===== src/rtl/cordic_engine.sv =====
// -----------------------------------------------------------------------------
// cordic_engine
//   Iterative CORDIC unit. One micro-rotation per clock.
//   Rotation mode rotates (x, y) by an integer-degree angle.
//   Vectoring mode returns magnitude, residual and angle of (x, y).
//
// Ports
//   i_clk     : clock, all state updates on its rising edge
//   i_rst_n   : asynchronous active-low reset
//   i_valid   : request valid (sampled only in IDLE)
//   o_ready   : high while idle and able to accept a request
//   i_mode    : 0 = rotation, 1 = vectoring
//   i_x, i_y  : signed input vector, VEC_WIDTH bits
//   i_angle   : signed rotation angle in degrees, ANG_WIDTH bits
//   o_valid   : result valid, held until i_ready
//   i_ready   : consumer accepts the result
//   o_x, o_y  : signed result vector, VEC_WIDTH bits
//   o_angle   : signed result angle in degrees, ANG_WIDTH bits
// -----------------------------------------------------------------------------
module cordic_engine #(
   parameter int VEC_WIDTH         = 7,
   parameter int ANG_WIDTH         = 9,
   parameter int VEC_PROCESS_WIDTH = 16,
   parameter int ANG_PROCESS_WIDTH = 16,
   parameter int ITERATIONS        = 12
) (
   input  logic                        i_clk,
   input  logic                        i_rst_n,
   input  logic                        i_valid,
   output logic                        o_ready,
   input  logic                        i_mode,
   input  logic signed [VEC_WIDTH-1:0] i_x,
   input  logic signed [VEC_WIDTH-1:0] i_y,
   input  logic signed [ANG_WIDTH-1:0] i_angle,
   output logic                        o_valid,
   input  logic                        i_ready,
   output logic signed [VEC_WIDTH-1:0] o_x,
   output logic signed [VEC_WIDTH-1:0] o_y,
   output logic signed [ANG_WIDTH-1:0] o_angle
);

   localparam int VPW         = VEC_PROCESS_WIDTH;
   localparam int APW         = ANG_PROCESS_WIDTH;
   localparam int GUARD_SHIFT = VPW - VEC_WIDTH - 1;   // one guard bit above the input MSB
   localparam int ANG_FRAC    = APW - ANG_WIDTH;       // fractional degree bits
   localparam int CNT_W       = 4;                     // covers up to 15 iterations
   localparam int INV_K_FRAC  = 16;
   localparam int PROD_W      = VPW + INV_K_FRAC + 1;
   localparam logic [16:0] INV_K = 17'd39797;          // round(0.607253 * 2^16)
   localparam int VEC_MAX     = (1 << (VEC_WIDTH - 1)) - 1;
   localparam int VEC_MIN     = -(1 << (VEC_WIDTH - 1));
   // The atan source table holds 16 fractional bits; reduce it to ANG_FRAC bits.
   localparam int          ATAN_SH   = (ANG_FRAC >= 16) ? 0 : 16 - ANG_FRAC;
   localparam logic [31:0] ATAN_HALF = (32'd1 << ATAN_SH) >> 1;

   typedef enum logic [1:0] {IDLE, ITER, DONE} state_t;

   // atan(2^-i) in degrees, 16 fractional bits
   function automatic logic [31:0] atan_q16(input int idx);
      case (idx)
         0:       return 32'd2949120;
         1:       return 32'd1740967;
         2:       return 32'd919879;
         3:       return 32'd466945;
         4:       return 32'd234379;
         5:       return 32'd117304;
         6:       return 32'd58666;
         7:       return 32'd29335;
         8:       return 32'd14668;
         9:       return 32'd7334;
         10:      return 32'd3667;
         11:      return 32'd1833;
         12:      return 32'd917;
         13:      return 32'd458;
         14:      return 32'd229;
         default: return 32'd0;
      endcase
   endfunction

   // Multiply by 1/K as a sum of shifted copies of the operand, rounded.
   function automatic logic signed [VPW-1:0] prescale(input logic signed [VPW-1:0] v);
      logic signed [PROD_W-1:0] ext;
      logic signed [PROD_W-1:0] acc;
      ext = {{(PROD_W - VPW){v[VPW-1]}}, v};
      acc = '0;
      for (int b = 0; b < 17; b++) begin
         if (INV_K[b]) acc = acc + (ext <<< b);
      end
      acc = acc + (PROD_W'(1) <<< (INV_K_FRAC - 1));
      return acc[INV_K_FRAC +: VPW];
   endfunction

   // Drop the guard/fraction bits with half-LSB rounding and saturate.
   function automatic logic signed [VEC_WIDTH-1:0] scale_vec(input logic signed [VPW-1:0] v);
      int t;
      t = (int'(v) + (1 << (GUARD_SHIFT - 1))) >>> GUARD_SHIFT;
      if (t > VEC_MAX)      t = VEC_MAX;
      else if (t < VEC_MIN) t = VEC_MIN;
      return VEC_WIDTH'(t);
   endfunction

   function automatic logic signed [VEC_WIDTH-1:0] neg_sat(input logic signed [VEC_WIDTH-1:0] v);
      int t;
      t = -int'(v);
      if (t > VEC_MAX) t = VEC_MAX;
      return VEC_WIDTH'(t);
   endfunction

   // Round half up, then wrap into (-180, 180].
   function automatic logic signed [ANG_WIDTH-1:0] round_ang(input logic signed [APW-1:0] z);
      int t;
      t = (int'(z) + (1 << (ANG_FRAC - 1))) >>> ANG_FRAC;
      if (t > 180)        t = t - 360;
      else if (t <= -180) t = t + 360;
      return ANG_WIDTH'(t);
   endfunction

   // ---------------------------------------------------------------- atan table
   logic [APW-1:0] atan_tab [ITERATIONS];

   genvar gi;
   generate
      for (gi = 0; gi < ITERATIONS; gi++) begin : g_atan
         localparam logic [31:0] ATAN_RAW = atan_q16(gi);
         localparam logic [31:0] ATAN_RND = (ATAN_RAW + ATAN_HALF) >> ATAN_SH;
         assign atan_tab[gi] = ATAN_RND[APW-1:0];
      end
   endgenerate

   // ---------------------------------------------------------------- registers
   state_t                       state_reg;
   logic [CNT_W-1:0]             iter_cnt_reg;
   logic signed [VPW-1:0]        x_reg, y_reg;
   logic signed [APW-1:0]        z_reg;
   logic                         mode_reg, flip_reg, zero_reg;
   logic signed [ANG_WIDTH-1:0]  ang_echo_reg;
   logic                         o_ready_reg, o_valid_reg;
   logic signed [VEC_WIDTH-1:0]  o_x_reg, o_y_reg;
   logic signed [ANG_WIDTH-1:0]  o_angle_reg;

   // ---------------------------------------------------------------- capture
   logic signed [VPW-1:0]        x_cap_next, y_cap_next;
   logic signed [APW-1:0]        z_cap_next;
   logic                         flip_cap_next, zero_cap_next;
   logic signed [ANG_WIDTH-1:0]  ang_echo_next;

   always_comb begin
      int                    ang_clamp;
      int                    ang_fold;
      int                    acc_init;
      logic signed [VPW-1:0] x_ext, y_ext, x_fold, y_fold;

      ang_clamp = int'(i_angle);
      if (ang_clamp > 180)       ang_clamp = 180;
      else if (ang_clamp < -180) ang_clamp = -180;

      // Bring the rotation into [-90, 90]; the half-turn is restored by negating the result.
      flip_cap_next = 1'b0;
      ang_fold      = ang_clamp;
      if (ang_clamp > 90) begin
         ang_fold      = ang_clamp - 180;
         flip_cap_next = 1'b1;
      end else if (ang_clamp < -90) begin
         ang_fold      = ang_clamp + 180;
         flip_cap_next = 1'b1;
      end

      x_ext = {{(VPW - VEC_WIDTH){i_x[VEC_WIDTH-1]}}, i_x};
      y_ext = {{(VPW - VEC_WIDTH){i_y[VEC_WIDTH-1]}}, i_y};
      x_ext = x_ext <<< GUARD_SHIFT;
      y_ext = y_ext <<< GUARD_SHIFT;

      x_fold        = x_ext;
      y_fold        = y_ext;
      zero_cap_next = 1'b0;
      if (i_mode) begin
         // Vectoring only converges for x >= 0: reflect through the origin
         // and pre-load the half-turn with the sign of the original y.
         zero_cap_next = (i_x == '0) && (i_y == '0);
         acc_init      = 0;
         if (x_ext < 0) begin
            x_fold   = -x_ext;
            y_fold   = -y_ext;
            acc_init = (i_y >= 0) ? 180 : -180;
         end
      end else begin
         acc_init = ang_fold;
      end

      x_cap_next    = prescale(x_fold);
      y_cap_next    = prescale(y_fold);
      z_cap_next    = APW'(acc_init * (1 << ANG_FRAC));
      ang_echo_next = ANG_WIDTH'(ang_clamp);
   end

   // ---------------------------------------------------------------- micro-rotation
   logic signed [VPW-1:0] x_next, y_next;
   logic signed [APW-1:0] z_next;

   always_comb begin
      logic signed [VPW-1:0] x_sh, y_sh;
      logic signed [APW-1:0] atan_cur;
      x_sh     = x_reg >>> iter_cnt_reg;
      y_sh     = y_reg >>> iter_cnt_reg;
      atan_cur = $signed(atan_tab[iter_cnt_reg]);
      // Both modes share the same two step directions; only the decision differs.
      if (mode_reg ? !y_reg[VPW-1] : z_reg[APW-1]) begin
         x_next = x_reg + y_sh;
         y_next = y_reg - x_sh;
         z_next = z_reg + atan_cur;
      end else begin
         x_next = x_reg - y_sh;
         y_next = y_reg + x_sh;
         z_next = z_reg - atan_cur;
      end
   end

   // ---------------------------------------------------------------- result formatting
   logic signed [VEC_WIDTH-1:0] res_x_next, res_y_next;
   logic signed [ANG_WIDTH-1:0] res_ang_next;

   always_comb begin
      logic signed [VEC_WIDTH-1:0] sx, sy;
      sx           = scale_vec(x_next);
      sy           = scale_vec(y_next);
      res_x_next   = sx;
      res_y_next   = sy;
      res_ang_next = ang_echo_reg;
      if (zero_reg) begin
         res_x_next   = '0;
         res_y_next   = '0;
         res_ang_next = '0;
      end else if (mode_reg) begin
         res_ang_next = round_ang(z_next);
      end else if (flip_reg) begin
         res_x_next = neg_sat(sx);
         res_y_next = neg_sat(sy);
      end
   end

   // ---------------------------------------------------------------- FSM + datapath
   always_ff @(posedge i_clk or negedge i_rst_n) begin
      if (!i_rst_n) begin
         state_reg    <= IDLE;
         iter_cnt_reg <= '0;
         x_reg        <= '0;
         y_reg        <= '0;
         z_reg        <= '0;
         mode_reg     <= 1'b0;
         flip_reg     <= 1'b0;
         zero_reg     <= 1'b0;
         ang_echo_reg <= '0;
         o_ready_reg  <= 1'b1;
         o_valid_reg  <= 1'b0;
         o_x_reg      <= '0;
         o_y_reg      <= '0;
         o_angle_reg  <= '0;
      end else begin
         case (state_reg)
            IDLE: begin
               if (i_valid) begin
                  x_reg        <= x_cap_next;
                  y_reg        <= y_cap_next;
                  z_reg        <= z_cap_next;
                  mode_reg     <= i_mode;
                  flip_reg     <= flip_cap_next & ~i_mode;
                  zero_reg     <= zero_cap_next;
                  ang_echo_reg <= ang_echo_next;
                  iter_cnt_reg <= '0;
                  o_ready_reg  <= 1'b0;
                  state_reg    <= ITER;
               end
            end
            ITER: begin
               x_reg        <= x_next;
               y_reg        <= y_next;
               z_reg        <= z_next;
               iter_cnt_reg <= iter_cnt_reg + 1'b1;
               if (iter_cnt_reg == CNT_W'(ITERATIONS - 1)) begin
                  // The final step's values are formatted straight into the output registers.
                  o_x_reg     <= res_x_next;
                  o_y_reg     <= res_y_next;
                  o_angle_reg <= res_ang_next;
                  o_valid_reg <= 1'b1;
                  state_reg   <= DONE;
               end
            end
            DONE: begin
               if (i_ready) begin
                  o_valid_reg <= 1'b0;
                  o_ready_reg <= 1'b1;
                  state_reg   <= IDLE;
               end
            end
            default: begin
               state_reg   <= IDLE;
               o_valid_reg <= 1'b0;
               o_ready_reg <= 1'b1;
            end
         endcase
      end
   end

   assign o_ready = o_ready_reg;
   assign o_valid = o_valid_reg;
   assign o_x     = o_x_reg;
   assign o_y     = o_y_reg;
   assign o_angle = o_angle_reg;

endmodule


===== config.mk =====
export PLATFORM = sky130hd
export DESIGN_NAME = cordic_engine
export DESIGN_NICKNAME = d
export VERILOG_FILES = /design/src/rtl/cordic_engine.sv
export SDC_FILE = /design/constraint.sdc
export NUM_CORES = 1
export LEC_CHECK = 0
export BUFFER_PORTS_ARGS = -buffer_cell sky130_fd_sc_hd__buf_2
export CORE_AREA = 2 2 167 169
export CTS_CLUSTER_SIZE = 20
export DETAILED_ROUTE_END_ITERATION = 8
export DIE_AREA = 0 0 169 171
export MAX_ROUTING_LAYER = met4
export PLACE_DENSITY = 0.76
export SYNTH_ARGS = -nofsm -noshare
export SYNTH_HDL_FRONTEND = slang
export SYNTH_SLANG_ARGS = --single-unit

===== constraint.sdc =====
create_clock -name i_clk -period 9.05 [get_ports i_clk]
set_input_delay 0.905 -clock i_clk [delete_from_list [all_inputs] [get_ports i_clk]]
set_output_delay 0.905 -clock i_clk [all_outputs]
set_load 0.01 [all_outputs]

Word level (Yosys, flattened, before mapping)
Memories as Yosys holds them, arrays and structs flattened. Index checks and enable logic that the tools add are counted.

Register bits: 91. Memory bits (read-only): 256. Input bits: 28. Output and inout bits: 25. Word-level logic and storage cells: 147. Memories kept: 1.

Add/subtract/negate cells: 38. Magnitude comparators: 15. Equal/unequal tests: 6. Shifts and indexed selects: 2. Muxes and demuxes: 54. Bitwise operators: 5. Reductions and logical operators: 12.

Memory list: (name not given) (words 16, width 16, rd ports 1, clocked after memory_dff 0, write ports 0, line 205) `atan_cur = $signed(atan_tab[iter_cnt_reg]);`.

Operators with widths (number): 2-to-1 mux 16 bit (12); case mux 16 bit (2 select lines) (3); 2-to-1 mux 7 bit (12); 2-to-1 mux 9 bit (9); adder 29 x 31 -> 32 bit (2); adder 32 x 17 -> 32 bit, second input constant (2); > comparator 32 x 7 -> 1 bit, second input constant (2); 2-to-1 mux 32 bit (2); negation 7 -> 32 bit (2); adder 28 x 28 -> 29 bit (2); adder 26 x 27 -> 28 bit (2); adder 25 x 25 -> 26 bit (2); adder 23 x 24 -> 25 bit (2); adder 16 bit (3); subtractor 16 bit (3); adder 22 x 22 -> 23 bit (2); adder 21 x 21 -> 22 bit (2); adder 19 x 20 -> 21 bit (2); adder 16 x 18 -> 19 bit (2); adder 16 x 9 -> 17 bit, second input constant (2); > comparator 32 x 8 -> 1 bit, second input constant (1); less-than comparator 32 x 8 -> 1 bit, second input constant (1); negation 15 -> 16 bit (2); >>> shifter 16 x 4 -> 16 bit (2); 33 further kinds (56).

Logic depth before layout (Yosys ltp)
Gate-level depths: netlist of the first run.

Depth in word-level cells: 15. Depth in mapped cells: 35. Gate-level depth less buffers: 33.

Worst setup path before layout of the first run
Ideal clock, no wire load.

Kind: reg2reg. Start: register iter_cnt_reg[0]. End: register o_y_reg[3], in the netlist o_y[3]. Library setup time: 134 ps. Arrival: 7680 ps. Data required time: 8916 ps. Path slack: 1235 ps. Stages on the path, launching flop included: 31. Buffers on the path: 2. Period minus slack after synthesis: 7815 ps. Path through: dfrtp_1 > buf_2 > mux4_2 > mux2_2 > or3_1 > a211o_1 > nor2_1 > nor2_1 > xor2_1 > ha_1 > clkbuf_1 > a21oi_1 > nand2_1 > a31o_2 > a21o_1 > or2_2 > xnor2_1 > o31ai_1 > o211ai_1 > a32oi_1 > o211a_2 > nand3_1 > or3_1 > ha_1 > or4b_2 > nor3_1 > inv_1 > a2111oi_4 > a21oi_2 > a2111oi_2 > o31ai_1.

Longest elaborated chain between the ends: 13. Elaborated cells between the ends (all ways): 17. Classes of those cells: add/sub: 4; order compare: 3; eq/ne: 1; shift: 1; mux: 7; reduce/logical: 1.

Ends and longest elaborated chain: from (decl) (line 132) `logic [CNT_W-1:0] iter_cnt_reg;`; from (signal assigned) (line 278) `iter_cnt_reg <= iter_cnt_reg + 1'b1;`; >>> shifter 16 x 4 -> 16 bit (line 203) `x_sh = x_reg >>> iter_cnt_reg;`; adder 16 bit / subtractor 16 bit (equally long branches) (line 213, 209); 2-to-1 mux 16 bit (line 207) `if (mode_reg ? !y_reg[VPW-1] : z_reg[APW-1]) begin`; adder 16 x 9 -> 17 bit (line 96) `t = (int'(v) + (1 << (GUARD_SHIFT - 1))) >>> GUARD_SHIFT;`; less-than comparator 9 x 7 -> 1 bit (line 98) `else if (t < VEC_MIN) t = VEC_MIN;`; 2-to-1 mux 7 bit (line 98); 2-to-1 mux 7 bit (line 97) `if (t > VEC_MAX) t = VEC_MAX;`; negation 7 -> 32 bit (line 104) `t = -int'(v);`; > comparator 32 x 7 -> 1 bit (line 105) `if (t > VEC_MAX) t = VEC_MAX;`; 2-to-1 mux 7 bit (line 105); 2-to-1 mux 7 bit (line 235) `end else if (flip_reg) begin`; 2-to-1 mux 7 bit (line 233) `end else if (mode_reg) begin`; 2-to-1 mux 7 bit (line 229) `if (zero_reg) begin`; to (signal assigned) (line 282) `o_y_reg <= res_y_next;`; to (decl) (line 138) `logic signed [VEC_WIDTH-1:0] o_x_reg, o_y_reg;`.

Parallel ways exist; a longest one is shown, timed or not. A chain may end at the register's enable or synchronous reset.

Worst setup path after layout of the first run
Start: register x_reg[15]. End: register o_y_reg[3], in the netlist o_y[3].

Longest elaborated chain between the ends: 13. Elaborated cells between the ends (all ways): 15. Classes of those cells: add/sub: 4; order compare: 3; shift: 1; mux: 7.

Ends and longest elaborated chain: from (decl) (line 133) `logic signed [VPW-1:0] x_reg, y_reg;`; from (signal assigned) (line 262) `x_reg <= x_cap_next;`; from (signal assigned) (line 275) `x_reg <= x_next;`; >>> shifter 16 x 4 -> 16 bit * (line 203); adder 16 bit / subtractor 16 bit (equally long branches) (line 213, 209); 2-to-1 mux 16 bit * (line 207); adder 16 x 9 -> 17 bit * (line 96); less-than comparator 9 x 7 -> 1 bit (line 98); 2-to-1 mux 7 bit (line 98); 2-to-1 mux 7 bit * (line 97); negation 7 -> 32 bit (line 104); > comparator 32 x 7 -> 1 bit (line 105); 2-to-1 mux 7 bit (line 105); 2-to-1 mux 7 bit (line 235); 2-to-1 mux 7 bit * (line 233); 2-to-1 mux 7 bit * (line 229).

Every way passes the cells marked *; elsewhere a longest branch is shown, timed or not.

==> impl_results.md, run 1 <==
- Final period utilization: 0.935
- Die H: 171 um
- Hold-fix buffers, CTS: 0
- Clock Skew: approximately 0.009 ns
- Fmax: 118 MHz
- Die width: approximately 170 um
- Setup TNS: 0 ns
- Mean post-synth cell area: 8.29 um^2
- Maxcap violations: 0
- Layout cell share with drive strength beyond 1: 0.102
- Status: finished, final reports clean
- Synth cell types: 89
- Top cell by count, worst path: o211ai_1
- Share of flip-flops with an asynchronous set or reset: 1.00
- Core area: about 27000 um^2
- DRT Pass-1 Iters: 6
- CTS tree: done
- H-tree depth: 3
- Worst Tran Pin Value: 0.913 ns
- CP max stage cell: or4_1
- Initial antenna violation count: 0
- Synthesized flop and latch total: 91
- WL per Instance: 18.4 um
- CP Data Arrival Time: between 8 and 9 ns
- Area delta synth->final: 6.61%
- Relative slew margins: 0.389
- Dpl hpwl: 33400 um
- Rows: 61
- Max Slew Vio Count: 0
- Synth Flop Type: dfrtp_1
- Number of setup violations in the final report: 0
- Sinks on the clock net: 91
- Clock transition at path regs: 0.08 ns
- HP Class: primary input to asynchronous set/reset pin
- Max incr delay on CP: 0.61 ns
- Die ar.: 28900 um^2
- DR vias: 14.4k
- Dpl cells: 2284
- Ant. Diodes: 0
- Layout Nets: 2292
- IO buf count: 52
- Final hold violation count: 0
- Post-synth EDFFs: 0
- Tot GR Track Use: 0.307
- Startpoint Class: register
- Synthesized Nets: 2262
- Worst-path fanout max: 12
- WP data required: 9.28 ns
- Critical path class: register to register
- GPL Wtd Cong: ~1
- Initial Util: 0.584
- Num ports: 53
- Via density: 6.26
- Detail Route Antenna Nets: 0
- Fillers: 2429
- CTS Buf Count: 9
- Vias in the first global route: 13.9k
- Reg2reg setup slack: 0.59 ns
- WL final: 42500 um
- Final Non-Filler Cells: between 2k and 2.5k
- Min Tclk post-route: 8.46 ns
- Gate Count Post-Synth: ~1.9k
- Seq/Total Area, Yosys: 0.143
- Yosys Warn Count: 0
- Clock latency on the worst-skew pair: 0.37 ns
- Initial DRC Count: ~1.0k
- Worst hold slack: 0.470 ns
- Grt ovf: 0
- DRC errors left: 0
- Deepest clock path buffer count: 2
- Critical path endpoint category: register
- CTS Root Cell: clkbuf_16
- RSZ-0062 raised after global routing: false
- Mapped Area: 16000 um^2
- First-pass GRT wire length: around 70000 um
- Largest net degree at the start of global routing: 75
[cells in the mapped netlist, types with 6 or more instances]
cell type  count  area [um^2]
ha_1         235         2940
inv_1        195          732
nand2_1      170          638
nor2_1       145          544
a21oi_1      111          556
o21ai_0      103          515
dfrtp_1       90         2250
xnor2_1       87          762
fa_1          73         1460
clkbuf_1      56          210
nor3_1        47          235
xor2_1        47          412
nand3_1       46          230
mux4_2        33          743
a211oi_1      29          218
o21a_1        27          203
mux2i_1       26          260
or3_1         22          138
o211ai_1      21          158
nand2b_1      20          125
a31oi_1       19          119
o31ai_1       19          143
a21o_1        18          135
nor2b_1       16          100
and3_1        15         93.8
or2_2         14         87.6
nand4_1       13         81.3
mux2_2        12          135
o21ai_1       12         60.1
o22ai_1       12         75.1
buf_1         10         37.5
and2_1         9         56.3
o21bai_1       9         67.6
a32oi_1        8         70.1
nor4_1         8         50.1
o41ai_1        7         61.3
a211o_1        6         52.6
a221oi_1       6         52.6
a22oi_1        6         45.0
buf_2          6         30.0
[cells in the final DEF, fill, tap and decap left out, drive strengths merged, types with 13 or more instances in the layout]
cell type	netlist	layout
a21o	18	18
ha	235	235
nor2	145	145
o21a	27	27
or3	22	22
nand3	46	46
a21oi	113	113
o21ai	115	115
xnor2	87	87
fa	73	73
and3	15	15
nand4	13	13
nor3	47	47
a31oi	19	19
inv	197	200
buf	19	94
xor2	47	47
a211oi	29	29
nor2b	16	16
nand2b	20	20
o211ai	21	21
nand2	170	170
mux2	14	14
or2	15	15
dfrtp	90	90
mux4	33	33
mux2i	26	26
o31ai	20	20
[layer usage]
layer,part of all wire,global-route usage
met1,0.45,0.406
met2,0.47,0.509
met3,0.053,0.0289
met4,0.022,0.0825
met5,0,-
[layout make-up]
class | count | area (um^2) | area share
clock buffers | 9 | 225 | 0.0132
inverters | 198 | 746 | 0.0438
repair buffers | 94 | 582 | 0.0342
flip-flops and latches | 91 | 2280 | 0.134
well taps | 346 | 433 | 0.0254
clock inverters | 7 | 81.3 | 0.00478
multi-input cells | 1562 | 12700 | 0.744
[path summary, 6_finish.rpt]
| path | start | endpoint | cells after the start |
|---|---|---|---|
| max in group asynchronous | i_rst_n | iter_cnt_reg[0] | 2 |
| max reg2reg | x_reg[15] | o_y[3] | 28 |
| min reg2reg | o_angle[1] | o_angle[1] | 2 |
| min in group i_clk | o_angle[1] | o_angle[1] | 2 |
| max | x_reg[15] | o_y[3] | 28 |
| min | i_rst_n | o_y[5] | 1 |
[logic make-up after synthesis]
family	Yosys count	synth area share
and+or+nand+nor	560	0.168
AOI/OAI and AO/OA	486	0.201
adders and majority gates	309	0.276
buffers and inverters	273	0.0658
xor gates and xnor gates	134	0.0735
DFF	91	0.143
muxes	73	0.0727
[critical path: cells and delay by family, from the launching register on]
kind | cells | cell delay [ns]
AO/OA/AOI/OAI | 12 | 3.04
flip-flops | 1 | 0.58
buffers and inverters | 1 | 0.11
adder cells (fa/ha/maj) | 2 | 0.67
XOR/XNOR | 2 | 0.34
AND/OR/NAND/NOR | 10 | 3.01
multiplexers | 1 | 0.56
[per-stage QoR]
| step | setup WS, ns | utilization | cell area (um^2) |
|---|---|---|---|
| 3_5_place_dp | 0.278 | 0.609 | 16600 |
| 4_1_cts | 0.268 | 0.620 | 16900 |
| 2_1_floorplan | 1.24 | - | 16000 |
| 5_1_grt | 0.0496 | 0.623 | 17000 |
| 3_3_place_gp | 0.476 | 0.609 | 16600 |
| 6_report | 0.590 | 0.623 | 17000 |
[timing repair]
action                                  4_1_cts  5_1_grt
buffers inserted                              0        7
endpoints found under the setup margin        0       14
gates resized for setup                       0        8
Power of run 1 is left out: the tool's default activity adds up to more than one toggle a clock period on the data nets, which glitch-free logic cannot reach.
==> run 2: changes to the inputs <==
--- a/config.mk
+++ b/config.mk
@@ -6,12 +6,13 @@
 export NUM_CORES = 1
 export LEC_CHECK = 0
 export BUFFER_PORTS_ARGS = -buffer_cell sky130_fd_sc_hd__buf_2
-export CORE_AREA = 2 2 167 169
+export CORE_AREA = 8 8 173 175
 export CTS_CLUSTER_SIZE = 20
 export DETAILED_ROUTE_END_ITERATION = 8
-export DIE_AREA = 0 0 169 171
+export DIE_AREA = 0 0 181 183
 export MAX_ROUTING_LAYER = met4
 export PLACE_DENSITY = 0.76
+export SKIP_CTS_REPAIR_TIMING = 1
 export SYNTH_ARGS = -nofsm -noshare
 export SYNTH_HDL_FRONTEND = slang
 export SYNTH_SLANG_ARGS = --single-unit
==> constraint.sdc (replaced) <==
create_clock -name i_clk -period 8.4 [get_ports i_clk]
set_input_delay 0.84 -clock i_clk [delete_from_list [all_inputs] [get_ports i_clk]]
set_output_delay 0.84 -clock i_clk [all_outputs]
set_load 0.01 [all_outputs]
==> impl_results.md, run 2 (same netlist as run 1, synthesis figures left out) <==
- Placed cell area: 16800 um^2 (+0.77%)
- Worst hold slack: 0.385 ns (-0.0848 ns)
- Max incr delay on CP: 0.63 ns (+0.02 ns)
- Final period utilization: 0.972 (+0.0372)
- Layout Nets: 2312 (+0.87%)
- Deepest clock path buffer count: 2 (unchanged)
- Critical path class: register to register
- Rows: 61 (unchanged)
- DRC errors left: 0 (unchanged)
- IO buf count: 52 (unchanged)
- Initial antenna violation count: 0 (unchanged)
- Worst Tran Pin Value: 0.879 ns (-0.0346 ns)
- Die H: 183 um (+7.0%)
- DR vias: 14.6k (+0.77%)
- CTS Root Cell: clkbuf_16
- Initial Util: 0.584 (unchanged)
- Sinks on the clock net: 91 (unchanged)
- Core area: 27300 um^2 (unchanged)
- Via density: 6.25 (about the same)
- Relative slew margins: 0.414 (+0.0253)
- Critical path endpoint category: register
- Maxcap violations: 0 (unchanged)
- Clock Skew: 0.0151 ns (+0.00611 ns)
- Clock latency on the worst-skew pair: 0.37 ns (about the same)
- HP Class: primary input to asynchronous set/reset pin
- Most common cell after layout, fill and taps aside: ha_1
- Worst-path fanout max: 7 (-5)
- Final hold violation count: 0 (unchanged)
- Dpl hpwl: 33400 um (+0.16%)
- WL per Instance: 18.4 um (-0.34%)
- WP buf/inv: 2 (+1)
- H-tree depth: 3 (unchanged)
- Most frequent cells in the layout: 233 x ha_1, 195 x inv_1, 170 x nand2_1
- Top cell by count, worst path: o211ai_1
- Layout cell share with drive strength beyond 1: 0.120 (+0.0176)
- Initial DRC Count: 1380 (+32%)
- First-pass GRT wire length: 70500 um (+0.50%)
- WP data required: 8.63 ns (-0.65 ns)
- Post-Layout Inst Area: 17300 um^2 (+1.6%)
- Vias in the first global route: 14.2k (+1.7%)
- DRT Pass-1 Iters: 6 (unchanged)
- Detail Route Antenna Nets: 0 (unchanged)
- CP delay by family, top: compound AO/OA/AOI/OAI gates
- Max Slew Vio Count: 0 (unchanged)
- Grt ovf: 0 (unchanged)
- GPL Wtd Cong: 1.04 (+3.8%)
- CTS tree: done
- WL final: 42700 um (+0.52%)
- Tot GR Track Use: 0.264 (-0.0434)
- Die width: 181 um (+7.1%)
- Status: finished, final reports clean
- CP Data Arrival Time: 8.40 ns (-0.29 ns)
- Die ar.: 33100 um^2 (+15%)
- Startpoint Class: register
- CP max stage cell: or4b_2
- Number of setup violations in the final report: 0 (unchanged)
- CTS Buf Count: 9 (unchanged)
- Largest net degree at the start of global routing: 68 (-9.3%)
- Min Tclk post-route: 8.17 ns (-0.295 ns)
- Clock transition at path regs: 0.08 ns (about the same)
- Num ports: 53 (unchanged)
- Fmax: 122 MHz (+3.6%)
- Area delta synth->final: 8.31%
- Ant. Diodes: 0 (unchanged)
[run 2: changes by cell type in the layout (fill, tap and decap cells not counted), sizes merged]
cell / before / now
inv: 200 / 199
clkinv: 5 / 6
buf: 94 / 114
[run 2: routing by layer]
layer | track usage | part of all wire | vias to the layer above
met3 | 0.0346 | 0.073 | 95
met1 | 0.337 | 0.43 | 6934
met2 | 0.435 | 0.47 | 524
met4 | 0.0771 | 0.025 | 0
met5 | - | 0 | -
li1 | - | - | 7002
[run 2: area by class of cell]
class | instances | area [um^2]
Tap cell | 346 | 433
Fill cell | 2399 | 10000
Sequential cell | 91 | 2280
Clock inverter | 7 | 81.3
Multi-Input combinational cell | 1562 | 12800
Timing Repair Buffer | 114 | 729
Clock buffer | 9 | 225
Inverter | 198 | 746
[run 2: worst paths after layout]
path | from | to | slack (ns) | cells past startpoint
max | iter_cnt_reg[0] | o_y[3] | 0.23 | 29
min | i_rst_n | y_reg[9] | 0.38 | 1
max reg2reg | iter_cnt_reg[0] | o_y[3] | 0.23 | 29
min reg2reg | o_x[5] | o_x[5] | 0.47 | 2
max in group asynchronous | i_rst_n | iter_cnt_reg[0] | 6.72 | 2
min in group i_clk | o_x[5] | o_x[5] | 0.47 | 2
[run 2: metrics by stage]
stage	setup TNS (ns)	worst slack, ns	cells	util
2_1_floorplan	0	0.585	1926	-
3_3_place_gp	0	0.183	2301	0.614
3_5_place_dp	-0.0581	-0.0546	2301	0.614
4_1_cts	-0.185	-0.113	2317	0.625
5_1_grt	-0.0739	-0.0739	2327	0.633
6_report	0	0.234	2327	0.633
Power of run 2 is left out for the same reason.
